==> src/rtl/cordic_rr_sched_pkg.sv <==
// Shared types and helpers for the CORDIC round-robin scheduler slice.
package cordic_sched_pkg;

  localparam int unsigned CORDIC_STAGES = 6;
  localparam int unsigned MAX_REQ       = 32;
  localparam int unsigned MAX_REQ_W     = 5;

  typedef enum logic {
    ST_IDLE,
    ST_LOCKED
  } issue_state_e;

  function automatic int unsigned tag_w(input int unsigned n);
    return (n > 1) ? $clog2(n) : 1;
  endfunction

  // First requester with valid set, scanning ptr, ptr+1, ... mod n.
  function automatic int unsigned rr_pick(input logic [MAX_REQ-1:0] valid,
                                          input int unsigned         ptr,
                                          input int unsigned         n);
    int unsigned idx;
    logic        found;
    rr_pick = ptr;
    found   = 1'b0;
    for (int unsigned k = 0; k < MAX_REQ; k++) begin
      idx = (ptr + k) % n;
      if ((k < n) && !found && valid[idx[MAX_REQ_W-1:0]]) begin
        rr_pick = idx;
        found   = 1'b1;
      end
    end
  endfunction

endpackage

==> src/rtl/cordic_rr_sched_tag_fifo.sv <==
// Synchronous tag FIFO recording the requester index of every issued beat.
module cordic_tag_fifo #(
  parameter int unsigned DEPTH = 8,
  parameter int unsigned W     = 2
) (
  input  logic                         clk,
  input  logic                         areset,
  input  logic                         push,
  input  logic                         pop,
  input  logic [W-1:0]                 din,
  output logic [W-1:0]                 dout,
  output logic                         full,
  output logic                         empty,
  output logic [$clog2(DEPTH+1)-1:0]   count
);

  localparam int unsigned PTR_W = (DEPTH > 1) ? $clog2(DEPTH) : 1;
  localparam int unsigned CNT_W = $clog2(DEPTH + 1);

  logic [W-1:0]     mem_q [DEPTH];
  logic [W-1:0]     mem_d [DEPTH];
  logic [PTR_W-1:0] wr_q, wr_d;
  logic [PTR_W-1:0] rd_q, rd_d;
  logic [CNT_W-1:0] count_q, count_d;
  logic             do_push, do_pop;

  function automatic logic [PTR_W-1:0] next_ptr(input logic [PTR_W-1:0] p);
    return (p == PTR_W'(DEPTH - 1)) ? '0 : p + 1'b1;
  endfunction

  assign full  = (count_q == CNT_W'(DEPTH));
  assign empty = (count_q == '0);
  assign count = count_q;
  assign dout  = mem_q[rd_q];

  always_comb begin
    do_push = push && !full;
    do_pop  = pop && !empty;
    mem_d   = mem_q;
    wr_d    = wr_q;
    rd_d    = rd_q;
    count_d = count_q;
    if (do_push) begin
      mem_d[wr_q] = din;
      wr_d        = next_ptr(wr_q);
    end
    if (do_pop) begin
      rd_d = next_ptr(rd_q);
    end
    case ({do_push, do_pop})
      2'b10:   count_d = count_q + 1'b1;
      2'b01:   count_d = count_q - 1'b1;
      default: count_d = count_q;
    endcase
  end

  always_ff @(posedge clk) begin
    if (areset) begin
      mem_q   <= '{default: '0};
      wr_q    <= '0;
      rd_q    <= '0;
      count_q <= '0;
    end else begin
      mem_q   <= mem_d;
      wr_q    <= wr_d;
      rd_q    <= rd_d;
      count_q <= count_d;
    end
  end

endmodule

==> src/rtl/cordic_rr_sched.sv <==
// Round-robin sharing of one in-order CORDIC pipeline between N_REQ AXI-Stream requesters.
module cordic_rr_sched
  import cordic_sched_pkg::*;
#(
  parameter int unsigned N_REQ     = 4,
  parameter int unsigned DATA_W    = 32,
  parameter int unsigned RES_W     = 32,
  parameter int unsigned TAG_DEPTH = 8
) (
  input  logic                             aclk,
  input  logic                             areset,
  input  logic [N_REQ-1:0]                 req_tvalid,
  output logic [N_REQ-1:0]                 req_tready,
  input  logic [N_REQ*DATA_W-1:0]          req_tdata,
  output logic [N_REQ-1:0]                 rsp_tvalid,
  input  logic [N_REQ-1:0]                 rsp_tready,
  output logic [RES_W-1:0]                 rsp_tdata,
  output logic                             pipe_tvalid_o,
  input  logic                             pipe_tready_i,
  output logic [DATA_W-1:0]                pipe_tdata_o,
  input  logic                             pipe_tvalid_i,
  output logic                             pipe_tready_o,
  input  logic [RES_W-1:0]                 pipe_tdata_i,
  output logic [$clog2(TAG_DEPTH+1)-1:0]   inflight,
  output logic                             err
);

  localparam int unsigned TAG_W = tag_w(N_REQ);
  localparam int unsigned CNT_W = $clog2(TAG_DEPTH + 1);

  if (TAG_DEPTH < CORDIC_STAGES) begin : g_depth_chk
    $error("cordic_rr_sched: TAG_DEPTH must cover the pipeline stage count");
  end
  if ((N_REQ < 2) || (N_REQ > MAX_REQ)) begin : g_nreq_chk
    $error("cordic_rr_sched: N_REQ out of supported range");
  end

  issue_state_e     state_q, state_d;
  logic [TAG_W-1:0] grant_q, grant_d;
  logic [TAG_W-1:0] ptr_q, ptr_d;
  logic             err_q, err_d;
  logic [TAG_W-1:0] grant;
  logic             offer, push, pop, drop;
  logic             fifo_full, fifo_empty;
  logic [TAG_W-1:0] head_tag;
  logic [CNT_W-1:0] fifo_count;

  cordic_tag_fifo #(
    .DEPTH (TAG_DEPTH),
    .W     (TAG_W)
  ) u_tag_fifo (
    .clk    (aclk),
    .areset (areset),
    .push   (push),
    .pop    (pop),
    .din    (grant),
    .dout   (head_tag),
    .full   (fifo_full),
    .empty  (fifo_empty),
    .count  (fifo_count)
  );

  // Issue side: once an offer stalls, the grant is frozen so pipe_tdata_o
  // stays stable until the pipeline accepts it.
  always_comb begin
    state_d = state_q;
    grant_d = grant_q;
    ptr_d   = ptr_q;
    if (state_q == ST_LOCKED) begin
      grant = grant_q;
      offer = 1'b1;
    end else begin
      grant = TAG_W'(rr_pick(MAX_REQ'(req_tvalid), 32'(ptr_q), N_REQ));
      offer = (|req_tvalid) && !fifo_full;
    end
    if (areset) begin
      offer = 1'b0;
    end
    push = offer && pipe_tready_i;
    if (push) begin
      state_d = ST_IDLE;
      ptr_d   = (grant == TAG_W'(N_REQ - 1)) ? '0 : grant + 1'b1;
    end else if (offer) begin
      state_d = ST_LOCKED;
      grant_d = grant;
    end
  end

  assign pipe_tvalid_o = offer;
  assign pipe_tdata_o  = req_tdata[grant*DATA_W +: DATA_W];
  assign req_tready    = push ? (N_REQ'(1) << grant) : '0;

  // Return side: results steered to the FIFO head; beats with no tag are dropped.
  always_comb begin
    rsp_tvalid    = '0;
    pipe_tready_o = 1'b0;
    pop           = 1'b0;
    drop          = 1'b0;
    if (!areset) begin
      if (fifo_empty) begin
        pipe_tready_o = 1'b1;
        drop          = pipe_tvalid_i;
      end else begin
        rsp_tvalid[head_tag] = pipe_tvalid_i;
        pipe_tready_o        = rsp_tready[head_tag];
        pop                  = pipe_tvalid_i && rsp_tready[head_tag];
      end
    end
    err_d = err_q || drop;
  end

  assign rsp_tdata = pipe_tdata_i;
  assign inflight  = fifo_count;
  assign err       = err_q;

  always_ff @(posedge aclk) begin
    if (areset) begin
      state_q <= ST_IDLE;
      grant_q <= '0;
      ptr_q   <= '0;
      err_q   <= 1'b0;
    end else begin
      state_q <= state_d;
      grant_q <= grant_d;
      ptr_q   <= ptr_d;
      err_q   <= err_d;
    end
  end

endmodule

==> config.mk <==
export PLATFORM = sky130hd
export DESIGN_NAME = cordic_rr_sched
export DESIGN_NICKNAME = d
export VERILOG_FILES = /design/src/rtl/cordic_rr_sched_pkg.sv /design/src/rtl/cordic_rr_sched_tag_fifo.sv /design/src/rtl/cordic_rr_sched.sv
export SDC_FILE = /design/constraint.sdc
export NUM_CORES = 1
export LEC_CHECK = 0
export ABC_AREA = 0
export CAP_MARGIN = 25
export CORE_MARGIN = 2
export CORE_UTILIZATION = 34
export DETAILED_ROUTE_END_ITERATION = 8
export PLACE_DENSITY = 0.83
export SYNTH_ARGS = -nofsm -noshare
export SYNTH_HDL_FRONTEND = slang
export SYNTH_SLANG_ARGS = --single-unit
==> constraint.sdc <==
create_clock -name aclk -period 3.9 [get_ports aclk]
set_input_delay 0.78 -clock aclk [delete_from_list [all_inputs] [get_ports aclk]]
set_output_delay 0.78 -clock aclk [all_outputs]
set_load 0.01 [all_outputs]
Word-level counts from Yosys, hierarchy flattened
Cells that the tools add are included.

word-level totals
  logic and storage cells = 108
  register bits = 32
  input bits = 172
  output and inout port bits = 79

operators by class
  add/sub/neg operators = 8
  bitwise gates (word level) = 4
  muxes and demuxes = 43
  shift operators = 2
  $lt $le $gt $ge = 9
  reductions and logical operators = 21
  equality and inequality tests = 6

operators with widths
  kind                                                        number
  variable part select 128 x 8 -> 32 bit                      1
  less-than comparator 2 x 6 -> 1 bit, second input constant  4
  2-to-1 mux 1 bit                                            20
  bitwise mux 16 bit                                          1
  2-to-1 mux 2 bit                                            8
  2-to-1 mux 4 bit                                            3
  binary-select mux 1 bit (select 2 bit)                      5
  logical AND 1 bit                                           10
  >= comparator 4 bit, second input constant                  2
  inverter 3 -> 4 bit                                         2
  one-hot mux 4 bit (2 select lines)                          1
  adder 3 x 1 -> 3 bit, second input constant                 2
  binary-select mux 2 bit (select 3 bit)                      1
  demux 2 bit (select 3 bit)                                  1
  equality test 3 bit, second input constant                  2
  2-to-1 mux 3 bit                                            2
  logical NOT 1 bit                                           5
  adder 2 x 1 -> 2 bit, second input constant                 2
  adder 2 bit, second input constant                          2
  adder 4 x 1 -> 4 bit, second input constant                 1
  bitwise AND 4 bit                                           1
  equality test 2 bit, second input constant                  2
  equality test 4 bit, second input constant                  1
  logical NOT 4 bit                                           1
  other kinds (13)                                            13

Logic depth before layout (Yosys ltp)
Gate-level depths: netlist of the first run.

  depth after elaboration = 18
  mapped depth = 13
  mapped depth without buffers = 12

Hierarchy
From an unflattened synthesis of the first run, not the netlist that was laid out.

second synthesis, totals
  cells, all modules = 336
  area, all modules = 3115.5 um^2

modules (own cells, without submodules)
  module           instances  cells each  area each (um^2)  seq. area each (um^2)
  cordic_rr_sched  1          205         1809.2            120.1
  cordic_tag_fifo  1          131         1306.3            520.5

Worst setup path after synthesis of the first run
Ideal clock, no wire load.

  kind = in2out
  from = in req_tvalid[0]
  to = out req_tready[2]
  arrival time = 2.469 ns
  data required time = 3.120 ns
  buffers on the path = 1
  stages = 7
  setup slack = 0.651 ns
  cells stage by stage = nor2b_1 o21a_1 o41ai_4 inv_2 buf_1 ha_1 and2_1

on the way
  longest elaborated chain between the ends = 18
  elaborated cells on any way between the ends = 31

RTL lines
  what                                    line                       RTL
  start, declared                         cordic_rr_sched.sv:12      input logic [N_REQ-1:0] req_tvalid,
  binary-select mux 1 bit (select 2 bit)  cordic_rr_sched_pkg.sv:27  if ((k < n) && !found && valid[idx[MAX_REQ_W-1:0]]) begin
  2-to-1 mux 1 bit (implied by the code)  cordic_rr_sched_pkg.sv:27
  2-to-1 mux 1 bit                        cordic_rr_sched_pkg.sv:27
  2-to-1 mux 1 bit                        cordic_rr_sched.sv:69      if (state_q == ST_LOCKED) begin
  logical NOT 1 bit                       cordic_rr_sched_pkg.sv:27
  logical AND 1 bit                       cordic_rr_sched_pkg.sv:27
  2-to-1 mux 1 bit                        cordic_rr_sched_pkg.sv:27
  2-to-1 mux 1 bit                        cordic_rr_sched.sv:69
  [... 3 more ...]                        n/a
  2-to-1 mux 1 bit                        cordic_rr_sched.sv:69
  logical NOT 1 bit                       cordic_rr_sched_pkg.sv:27
  logical AND 1 bit                       cordic_rr_sched_pkg.sv:27
  2-to-1 mux 2 bit *                      cordic_rr_sched_pkg.sv:27
  2-to-1 mux 2 bit *                      cordic_rr_sched.sv:69
  net grant[0]                            cordic_rr_sched.sv:42      logic [TAG_W-1:0] grant;
  << shifter 1 x 2 -> 4 bit *             cordic_rr_sched.sv:91      assign req_tready = push ? (N_REQ'(1) << grant) : '0;
  2-to-1 mux 4 bit *                      cordic_rr_sched.sv:91
  end, declared                           cordic_rr_sched.sv:13      output logic [N_REQ-1:0] req_tready,

The timed path passes the listed nets; every way through them passes the cells marked *. The select of a mux whose other input is x is not followed.

Worst setup path in the final report of the first run
  from = in req_tvalid[0]
  to = out pipe_tdata_o[14]

on the way
  longest elaborated chain between the ends = 17
  elaborated cells on any way between the ends = 25

RTL lines
  what                                      line                       RTL
  binary-select mux 1 bit (select 2 bit)    cordic_rr_sched_pkg.sv:27
  2-to-1 mux 1 bit (implied by the code)    cordic_rr_sched_pkg.sv:27
  2-to-1 mux 1 bit                          cordic_rr_sched_pkg.sv:27
  2-to-1 mux 1 bit                          cordic_rr_sched.sv:69
  logical NOT 1 bit                         cordic_rr_sched_pkg.sv:27
  logical AND 1 bit                         cordic_rr_sched_pkg.sv:27
  2-to-1 mux 1 bit                          cordic_rr_sched_pkg.sv:27
  2-to-1 mux 1 bit                          cordic_rr_sched.sv:69
  [... 2 more ...]                          n/a
  2-to-1 mux 1 bit                          cordic_rr_sched_pkg.sv:27
  2-to-1 mux 1 bit                          cordic_rr_sched.sv:69
  logical NOT 1 bit                         cordic_rr_sched_pkg.sv:27
  logical AND 1 bit                         cordic_rr_sched_pkg.sv:27
  2-to-1 mux 2 bit *                        cordic_rr_sched_pkg.sv:27
  2-to-1 mux 2 bit *                        cordic_rr_sched.sv:69
  net grant[0]                              cordic_rr_sched.sv:42
  variable part select 128 x 8 -> 32 bit *  cordic_rr_sched.sv:90      assign pipe_tdata_o = req_tdata[grant*DATA_W +: DATA_W];
  end, declared                             cordic_rr_sched.sv:20      output logic [DATA_W-1:0] pipe_tdata_o,

Marked as above.

==> impl_metrics.json, run 1 <==
{
  "antenna_found_initial": 0,
  "yosys_warnings": 0,
  "grt_pass1_vias": 3293,
  "synthMuxAreaShare": 0.409,
  "via_per_inst": 4.98,
  "layout_commonest_cell": "clkdlybuf4s50_1",
  "start_util": 0.351,
  "synthCells": 336,
  "layout.cells.non_filler": 624,
  "placed_cell_area_um2": 5040,
  "fin_crit_ns": 3.87,
  "clkTransAtPathRegs_ns": 0.07,
  "crit_path_start_kind": "input port",
  "wire_per_inst_um": 17.6,
  "power.leakage_nw": 2.35,
  "wl_met3_um": 854,
  "postCtsHoldBufs": 0,
  "fin_nets": 698,
  "core_area_um2": 8760,
  "clock_latency_ns": 0.29,
  "vias": 3110,
  "netlist_area_um2": 3080,
  "ys_types": 44,
  "pre_cts_slack_ns": -0.194,
  "routed-wl-met2_um": 5650,
  "r2r_slack_ns": 0.40,
  "synth_top_family_by_area": "multiplexers",
  "path_class": "input port to output port",
  "cts_max_level": 2,
  "cts_tree": "yes",
  "synth_top_cell_area_share": 0.348,
  "yosys.area_share.xor_xnor": 0.0114,
  "fin_util": 0.594,
  "cp.required_ns": 3.12,
  "cts_sinks": 32,
  "grt_first_pass_wirelength_um": 16700,
  "power.density_nw_per_um2": 285,
  "post_synth.cell_area_avg_um2": 9.16,
  "ys_seq_area_frac": 0.208,
  "yosys.area_share.simple": 0.145,
  "critPathCaptureType": "output port",
  "synth-edff-count": 0,
  "clk_path_buf_depth": 2,
  "synth_fa_ha_area_frac": 0.0447,
  "detail-route-antenna-nets": 0,
  "fill_cells": 762,
  "n_antenna_cell": 0,
  "synth-compound-area-share": 0.0723,
  "wl_um": 11000,
  "synth_top_cell_by_area": "mux2i_1",
  "worst-path-max-fanout": 11,
  "fin_ws_ns": 0.0331,
  "irDropWorstVdd_mv": 0.194,
  "place.detailed.hpwl_um": 9070,
  "cts_buffers": 5,
  "layout_common_cells": "150 x clkdlybuf4s50_1, 106 x mux2i_1, 34 x nor2_1",
  "grtUsageTotal": 0.217,
  "syn_nets": 519,
  "top_layer_used": "met4",
  "die_w_um": 99.2,
  "drt_iter0_markers": 58,
  "grt_overflow": 0,
  "max_slew_margin": 0.613,
  "synth_flop_cell": "dfxtp_1",
  "root_buffer": "clkbuf_8",
  "pin_count": 251,
  "ys_async_sr_fraction": 0,
  "die_height_um": 99.2,
  "finalClockSkew_ns": 0.00524,
  "whs_ns": 0.483,
  "grt_max_degree": 32,
  "crit_arrival_ns": 3.09,
  "routabilityCongestion": 0.856,
  "drv_cap": 0,
  "finalHoldViolCount": 0,
  "route.detailed.drc": 0,
  "numPortBuffers": 186,
  "wl_met1_um": 4200,
  "ys_seq_elements": 32,
  "drv_slew": 0,
  "finalCritPeriodShare": 0.992,
  "fin_area_um2": 5210,
  "syn2layout_area_growth_pct": 69.1,
  "status": "finished, final reports clean",
  "fmax_mhz": 259,
  "min_path_type": "flip-flop to flip-flop",
  "ys_top_cells_by_area": "mux2i_1 35%, dfxtp_1 21%, buf_4 7.8%",
  "rsz0062_at_grt": "true",
  "placed_cells": 610,
  "tightest_slew_ns": 0.579,
  "layout-drive-gt1-share": 0.128,
  "setup_viol": 0,
  "firstDrtPassIters": 4,
  "die-area_um2": 9830,
  "num_rows": 34
}
==> through the flow <==
step | total power [mW] | setup TNS (ns)
final | 1.48 | 0
after global routing | 1.56 | -0.140
after CTS | 1.48 | -0.175
after detailed placement | 1.19 | -3.57
after global placement | 1.19 | -3.07
after floorplan | 0.767 | 0
==> worst max-delay path: stages <==
cell             delay [ns]
clkdlybuf4s50_1        0.45
nor2b_1                0.15
o21a_1                 0.23
o41ai_4                0.46
inv_2                  0.14
buf_12                 0.18
mux2i_1                0.14
clkdlybuf4s50_1        0.55
==> power breakdown <==
part           internal, mW  switching, mW
Clock                 0.189          0.130
Sequential            0.340         0.0187
Combinational         0.470          0.334
Total                 0.999          0.483
==> cell families (layout without fill, tap and decap cells) <==
logic type	Yosys count	after routing
AOI/OAI and AO/OA	32	32
xor gates and xnor gates	4	4
adders and majority gates	11	11
buffers and inverters	54	234
DFF	32	32
muxes	118	118
and+or+nand+nor	85	85
==> timing repair <==
action / CTS / global route
pin swaps: 2 / 1
setup buffers: 1 / 5
setup endpoints to repair: 35 / 12
gates resized for setup: 39 / 9
==> layer usage <==
| metal | track usage | vias to the layer above |
|---|---|---|
| met5 | 0 | - |
| met3 | 0.0682 | 21 |
| met2 | 0.388 | 126 |
| li1 | - | 1531 |
| met1 | 0.243 | 1432 |
| met4 | 0.0748 | 0 |
==> final cells by class <==
class / instances / area (µm²) / share of cell area
timing repair buffer: 222 / 2170 / 0.416
clock buffer: 5 / 68.8 / 0.0132
tap: 108 / 135 / 0.0260
clock inverter: 3 / 42.5 / 0.00817
inverter: 4 / 15.0 / 0.00288
sequential: 32 / 641 / 0.123
multi-input combinational: 250 / 2140 / 0.410
==> flip-flops by register name, summed over array words and instances, names as in the netlist <==
name	count
err	1
grant_q	2
ptr_q	2
state_q	1
u_tag_fifo.count	4
u_tag_fifo.mem_q	16
u_tag_fifo.rd_q	3
u_tag_fifo.wr_q	3
==> synthesized netlist by cell type (5+ instances only) <==
| cell | instances |
|---|---|
| mux2i_1 | 107 |
| nor2_1 | 34 |
| buf_4 | 32 |
| dfxtp_1 | 32 |
| ha_1 | 11 |
| a21oi_1 | 10 |
| nand2b_1 | 10 |
| a211oi_1 | 8 |
| nor2b_1 | 8 |
| buf_1 | 7 |
| nand2_1 | 7 |
| o21ai_0 | 6 |
| buf_2 | 5 |
| clkbuf_1 | 5 |
| nor3b_1 | 5 |
==> worst paths after layout <==
kind,startpoint,end,depth (start not counted)
worst max-delay path,req_tvalid[0],pipe_tdata_o[14],8
worst min-delay path,err,err,2
worst max register to register,u_tag_fifo.rd_q[0],u_tag_fifo.count[2],12
worst min register to register,err,err,2
(Power assumes the default switching activity.)
==> run 2: changes to the inputs <==
==> constraint.sdc (replaced) <==
create_clock -name aclk -period 4.3 [get_ports aclk]
set_input_delay 0.86 -clock aclk [delete_from_list [all_inputs] [get_ports aclk]]
set_output_delay 0.86 -clock aclk [all_outputs]
set_load 0.01 [all_outputs]
==> run 2 against run 1 <==
Register-to-register slack better by 0.38 ns. Total power decreased by 9.6%. Highest routed layer unchanged. Hold slack worse by 0.0081 ns. Sequential power shrank 9.5%. First-iteration DRC count rose by 36%. Critical path type unchanged. Combinational power down 9.2%. Sequential cell count is the same. Largest power group unchanged.
==> impl_metrics.json, run 2 (synthesized netlist as in run 1, its figures left out) <==
{
  "postCtsHoldBufs": 0,
  "firstDrtPassIters": 4,
  "whs_ns": 0.475,
  "critPathCaptureType": "output port",
  "grt_pass1_vias": 3279,
  "post_cts_buffers": 0,
  "fin_nets": 681,
  "cpMaxStageDelayCell": "clkdlybuf4s50_1",
  "placed_cell_area_um2": 4950,
  "cts_buffers": 5,
  "path_class": "input port to output port",
  "pin_count": 251,
  "status": "finished, final reports clean",
  "finalClockSkew_ns": 0.00917,
  "antenna_found_initial": 0,
  "grt_overflow": 0,
  "n_antenna_cell": 0,
  "detail-route-antenna-nets": 0,
  "layout-drive-gt1-share": 0.0922,
  "grt_first_pass_wirelength_um": 17000,
  "wl_um": 10800,
  "multi_input_area_um2": 2150,
  "worstReg2RegStart": "u_tag_fifo.rd_q[0]",
  "cp_slowest_stage_delay_ns": 0.60,
  "worst-path-max-fanout": 20,
  "syn2layout_area_growth_pct": 65.3,
  "clkTransAtPathRegs_ns": 0.06,
  "via_per_inst": 5.00,
  "cts_sinks": 32,
  "fin_util": 0.581,
  "num_rows": 34,
  "drv_slew": 0,
  "fill_cells": 778,
  "cts_max_level": 2,
  "clock_latency_ns": 0.29,
  "tightest_slew_ns": 0.608,
  "setup_viol": 0,
  "fmax_mhz": 235,
  "top_register": "u_tag_fifo.mem_q",
  "worstPathCellList": "clkdlybuf4s50_1 -> buf_4 -> nor2b_1 -> o21a_1 -> o41ai_4 -> inv_2 -> buf_12 -> mux2i_1 -> clkdlybuf4s50_1",
  "grtUsageTotal": 0.216,
  "crit_path_frequent_cell": "clkdlybuf4s50_1",
  "fin_ws_ns": 0.0419,
  "crit_arrival_ns": 3.40,
  "start_util": 0.351,
  "critical_path.startpoint": "req_tvalid[0]",
  "vias": 3033,
  "power.density_nw_per_um2": 263,
  "routabilityCongestion": 0.904,
  "clk_path_buf_depth": 2,
  "wire_per_inst_um": 17.8,
  "fin_area_um2": 5090,
  "largest_reg_flops": 16,
  "pre_cts_slack_ns": -0.135,
  "max_slew_margin": 0.594,
  "power.leakage_nw": 2.17,
  "numPortBuffers": 186,
  "irDropWorstVdd_mv": 0.139,
  "min_path_type": "flip-flop to flip-flop",
  "core_area_um2": 8760,
  "drv_cap": 0,
  "layout_commonest_cell": "clkdlybuf4s50_1",
  "die_w_um": 99.2,
  "seq_area_um2": 641,
  "min_from": "err",
  "root_buffer": "clkbuf_8",
  "cp.required_ns": 3.44,
  "drt_iter0_markers": 79,
  "grt_max_degree": 32,
  "finalHoldViolCount": 0,
  "fin_crit_ns": 4.26,
  "place.detailed.hpwl_um": 8970,
  "die-area_um2": 9830,
  "route.detailed.drc": 0,
  "finalCritPeriodShare": 0.990,
  "die_height_um": 99.2,
  "cts_tree": "yes",
  "layout_common_cells": "184 x clkdlybuf4s50_1, 107 x mux2i_1, 34 x nor2_1",
  "crit_path_start_kind": "input port"
}
[run 2: final cells by class]
type	count	share of cell area
Multi-Input combinational cell	250	0.421
Clock inverter	2	0.00688
Timing Repair Buffer	205	0.402
Tap cell	108	0.0265
Clock buffer	6	0.0143
Sequential cell	32	0.126
Inverter	4	0.00295
[run 2: per-layer routing]
| metal | vias up | share of wire | GRT usage |
|---|---|---|---|
| li1 | 1501 | - | - |
| met4 | 0 | 0.014 | 0.0527 |
| met2 | 132 | 0.51 | 0.381 |
| met3 | 14 | 0.094 | 0.0829 |
| met1 | 1386 | 0.38 | 0.246 |
| met5 | - | 0 | 0 |
[run 2: path summary, 6_finish.rpt]
kind / endpoint / slack (ns) / depth (start not counted)
hold reg to reg: err / 0.48 / 2
setup reg to reg: u_tag_fifo.count[2] / 0.78 / 12
setup / recovery: pipe_tdata_o[27] / 0.04 / 9
hold / removal: err / 0.48 / 2
[run 2: power breakdown]
group          total, mW  leakage [nW]  internal [mW]  switching, mW
Clock              0.286        0.0552          0.172          0.114
Sequential         0.325         0.260          0.309         0.0163
Combinational      0.730          1.85          0.433          0.297
[run 2: stage by stage]
step,std cells,TNS (ns),power [mW]
detailed placement,599,-1.99,1.06
global placement,599,-1.74,1.05
finish,607,0,1.34
floorplan,336,0,0.696
CTS,607,0,1.35
global route,607,-0.00573,1.42
[run 2: critical path, delay by kind of cell]
family          cells  cell delay, ns
buf+inv             5            1.52
compound gates      2            0.66
mux                 1            0.20
simple gates        1            0.14
[run 2: what timing repair did]
action,in CTS,in global routing
setup endpoints to repair,33,4
resized for setup,2,6
pin swaps,0,1
==> run 3: changes to the inputs <==
--- a/config.mk
+++ b/config.mk
@@ -10,6 +10,7 @@
 export CORE_MARGIN = 2
 export CORE_UTILIZATION = 34
 export DETAILED_ROUTE_END_ITERATION = 8
+export GPL_TIMING_DRIVEN = 0
 export PLACE_DENSITY = 0.83
 export SYNTH_ARGS = -nofsm -noshare
 export SYNTH_HDL_FRONTEND = slang
==> run 3 against run 2 <==
Global-route usage grew 1.3 points. Via count up 8.6%. Clock power decreased by 16%. Die area is the same. Hold slack worse by 0.0051 ns. Combinational power increased by 8.4%. Critical path depth did not move. Worst setup slack improved by 0.076 ns. Sequential share of layout area shrank 1.1 points. Register-to-register slack gained 0.07 ns. Critical path type unchanged. Largest cell class is now buffers. Highest routed layer unchanged.
==> impl_metrics.json, run 3 (synthesized netlist as in run 1, its figures left out) <==
{
  "die_w_um": 99.2,
  "netSwitchingPower_uw": 462,
  "layout_common_cells": "209 x clkdlybuf4s50_1, 105 x mux2i_1, 40 x buf_4",
  "setup_viol": 0,
  "n_antenna_cell": 0,
  "wire_per_inst_um": 17.4,
  "layout-drive-gt1-share": 0.133,
  "grtUsageTotal": 0.230,
  "largest_reg_flops": 16,
  "postCtsHoldBufs": 0,
  "clock_latency_ns": 0.29,
  "cp.required_ns": 3.44,
  "power.internal_uw": 888,
  "fill_cells": 752,
  "tightest_slew_ns": 0.844,
  "top_register": "u_tag_fifo.mem_q",
  "layout.cells.non_filler": 671,
  "rsz0062_at_grt": "false",
  "vias": 3294,
  "cts_sinks": 32,
  "via_per_inst": 4.91,
  "finalClockSkew_ns": 0.00514,
  "fin_nets": 745,
  "crit_arrival_ns": 3.32,
  "pwr-share-comb": 0.586,
  "num_rows": 34,
  "layout_commonest_cell": "clkdlybuf4s50_1",
  "start_util": 0.351,
  "routabilityCongestion": 0.879,
  "clkTransAtPathRegs_ns": 0.07,
  "cts_buffers": 5,
  "grt_pass1_vias": 3462,
  "status": "finished, final reports clean",
  "finalHoldViolCount": 0,
  "path_class": "input port to output port",
  "min_path_type": "flip-flop to flip-flop",
  "finalCritPeriodShare": 0.973,
  "p_seq_frac": 0.238,
  "swShare": 0.342,
  "grt_first_pass_wirelength_um": 17900,
  "place.detailed.hpwl_um": 9790,
  "cpMaxStageDelayCell": "clkdlybuf4s50_1",
  "pin_count": 251,
  "cp_slowest_stage_delay_ns": 0.59,
  "max_slew_margin": 0.435,
  "syn2layout_area_growth_pct": 81.7,
  "core_area_um2": 8760,
  "drv_slew": 0,
  "antenna_found_initial": 0,
  "drt_iter0_markers": 114,
  "wl_um": 11600,
  "worstPathCellList": "clkdlybuf4s50_1 -> or2_2 -> a21oi_2 -> o41ai_4 -> buf_4 -> inv_4 -> buf_4 -> mux2i_1 -> clkdlybuf4s50_1",
  "power.density_nw_per_um2": 241,
  "die-area_um2": 9830,
  "firstDrtPassIters": 4,
  "drv_cap": 0,
  "root_buffer": "clkbuf_8",
  "fin_crit_ns": 4.18,
  "numPortBuffers": 217,
  "total_power_mw": 1.35,
  "route.detailed.drc": 0,
  "fmax_mhz": 239,
  "die_height_um": 99.2,
  "power.leakage_nw": 2.45,
  "setup_tns_ns": 0,
  "irDropWorstVdd_mv": 0.127,
  "grt_max_degree": 13,
  "cts_max_level": 2,
  "critPathCaptureType": "output port",
  "detail-route-antenna-nets": 0,
  "cts_tree": "yes",
  "clk_path_buf_depth": 2,
  "worst-path-max-fanout": 10,
  "grt_overflow": 0,
  "placed_cells": 661,
  "clkPwrFrac": 0.177,
  "crit_path_start_kind": "input port"
}
==> run 3: changes by cell type in the layout (fill, tap and decap cells not counted), moves of 3 or more <==
cell,change
clkdlybuf4s50_1,+25
buf_4,+24
buf_6,+6
dlymetal6s2s_1,+6
buf_12,-3
clkbuf_1,+3
==> run 3: repair_timing <==
action / 4_1_cts / 5_1_grt
hold endpoints to repair: 0 / 0
buffers inserted: 1 / 1
endpoints found under the setup margin: 35 / 35
gates resized for setup: 18 / 21
pin swaps: 1 / 1
==> run 3: worst paths after layout <==
| check | to | slack [ns] | cells past startpoint | start |
|---|---|---|---|---|
| setup / recovery | pipe_tdata_o[9] | 0.12 | 9 | req_tvalid[3] |
| setup reg to reg | u_tag_fifo.count[2] | 0.85 | 13 | u_tag_fifo.rd_q[0] |
| hold / removal | err | 0.47 | 2 | err |
| hold reg to reg | err | 0.47 | 2 | err |
==> run 3: layout make-up <==
cell class                      instances  area [µm²]  share of cell area
Multi-Input combinational cell        250        2130               0.380
Buffer                                 50         375              0.0671
Clock buffer                            5        68.8              0.0123
Tap cell                              108         135              0.0242
Clock inverter                          3        23.8             0.00425
Timing Repair Buffer                  219        2210               0.394
Sequential cell                        32         641               0.114
Inverter                                4        17.5             0.00313
==> run 3: per-layer routing <==
metal	routed length (µm)	share of wire	global-route usage
met3	1060	0.091	0.0885
met5	0	0	0
met2	6000	0.52	0.416
met1	4320	0.37	0.252
met4	266	0.023	0.0580
==> run 3: power by group through the flow <==
stage / Combinational [mW] / Sequential, mW / Clock [mW]
2_1_floorplan: 0.371 / 0.325 / 0
6_report: 0.791 / 0.321 / 0.239
4_1_cts: 0.785 / 0.320 / 0.241
3_5_place_dp: 0.762 / 0.327 / 0
5_1_grt: 0.845 / 0.323 / 0.250
3_3_place_gp: 0.753 / 0.326 / 0
==> run 3: stage by stage <==
stage          worst slack [ns]  cell area [µm²]   util  hold WS [ns]
2_1_floorplan             0.891             3080      -         0.450
3_3_place_gp             -0.481             5390  0.615         0.447
3_5_place_dp             -0.595             5390  0.615         0.456
4_1_cts                  0.0124             5520  0.630         0.475
5_1_grt                  0.0345             5600  0.638         0.495
6_report                  0.117             5600  0.638         0.470
==> run 3: worst max-delay path, delay by kind of cell <==
kind	cells	cell delay (ns)
AO/OA/AOI/OAI	2	0.26
buffers and inverters	5	1.64
multiplexers	1	0.23
AND/OR/NAND/NOR	1	0.33
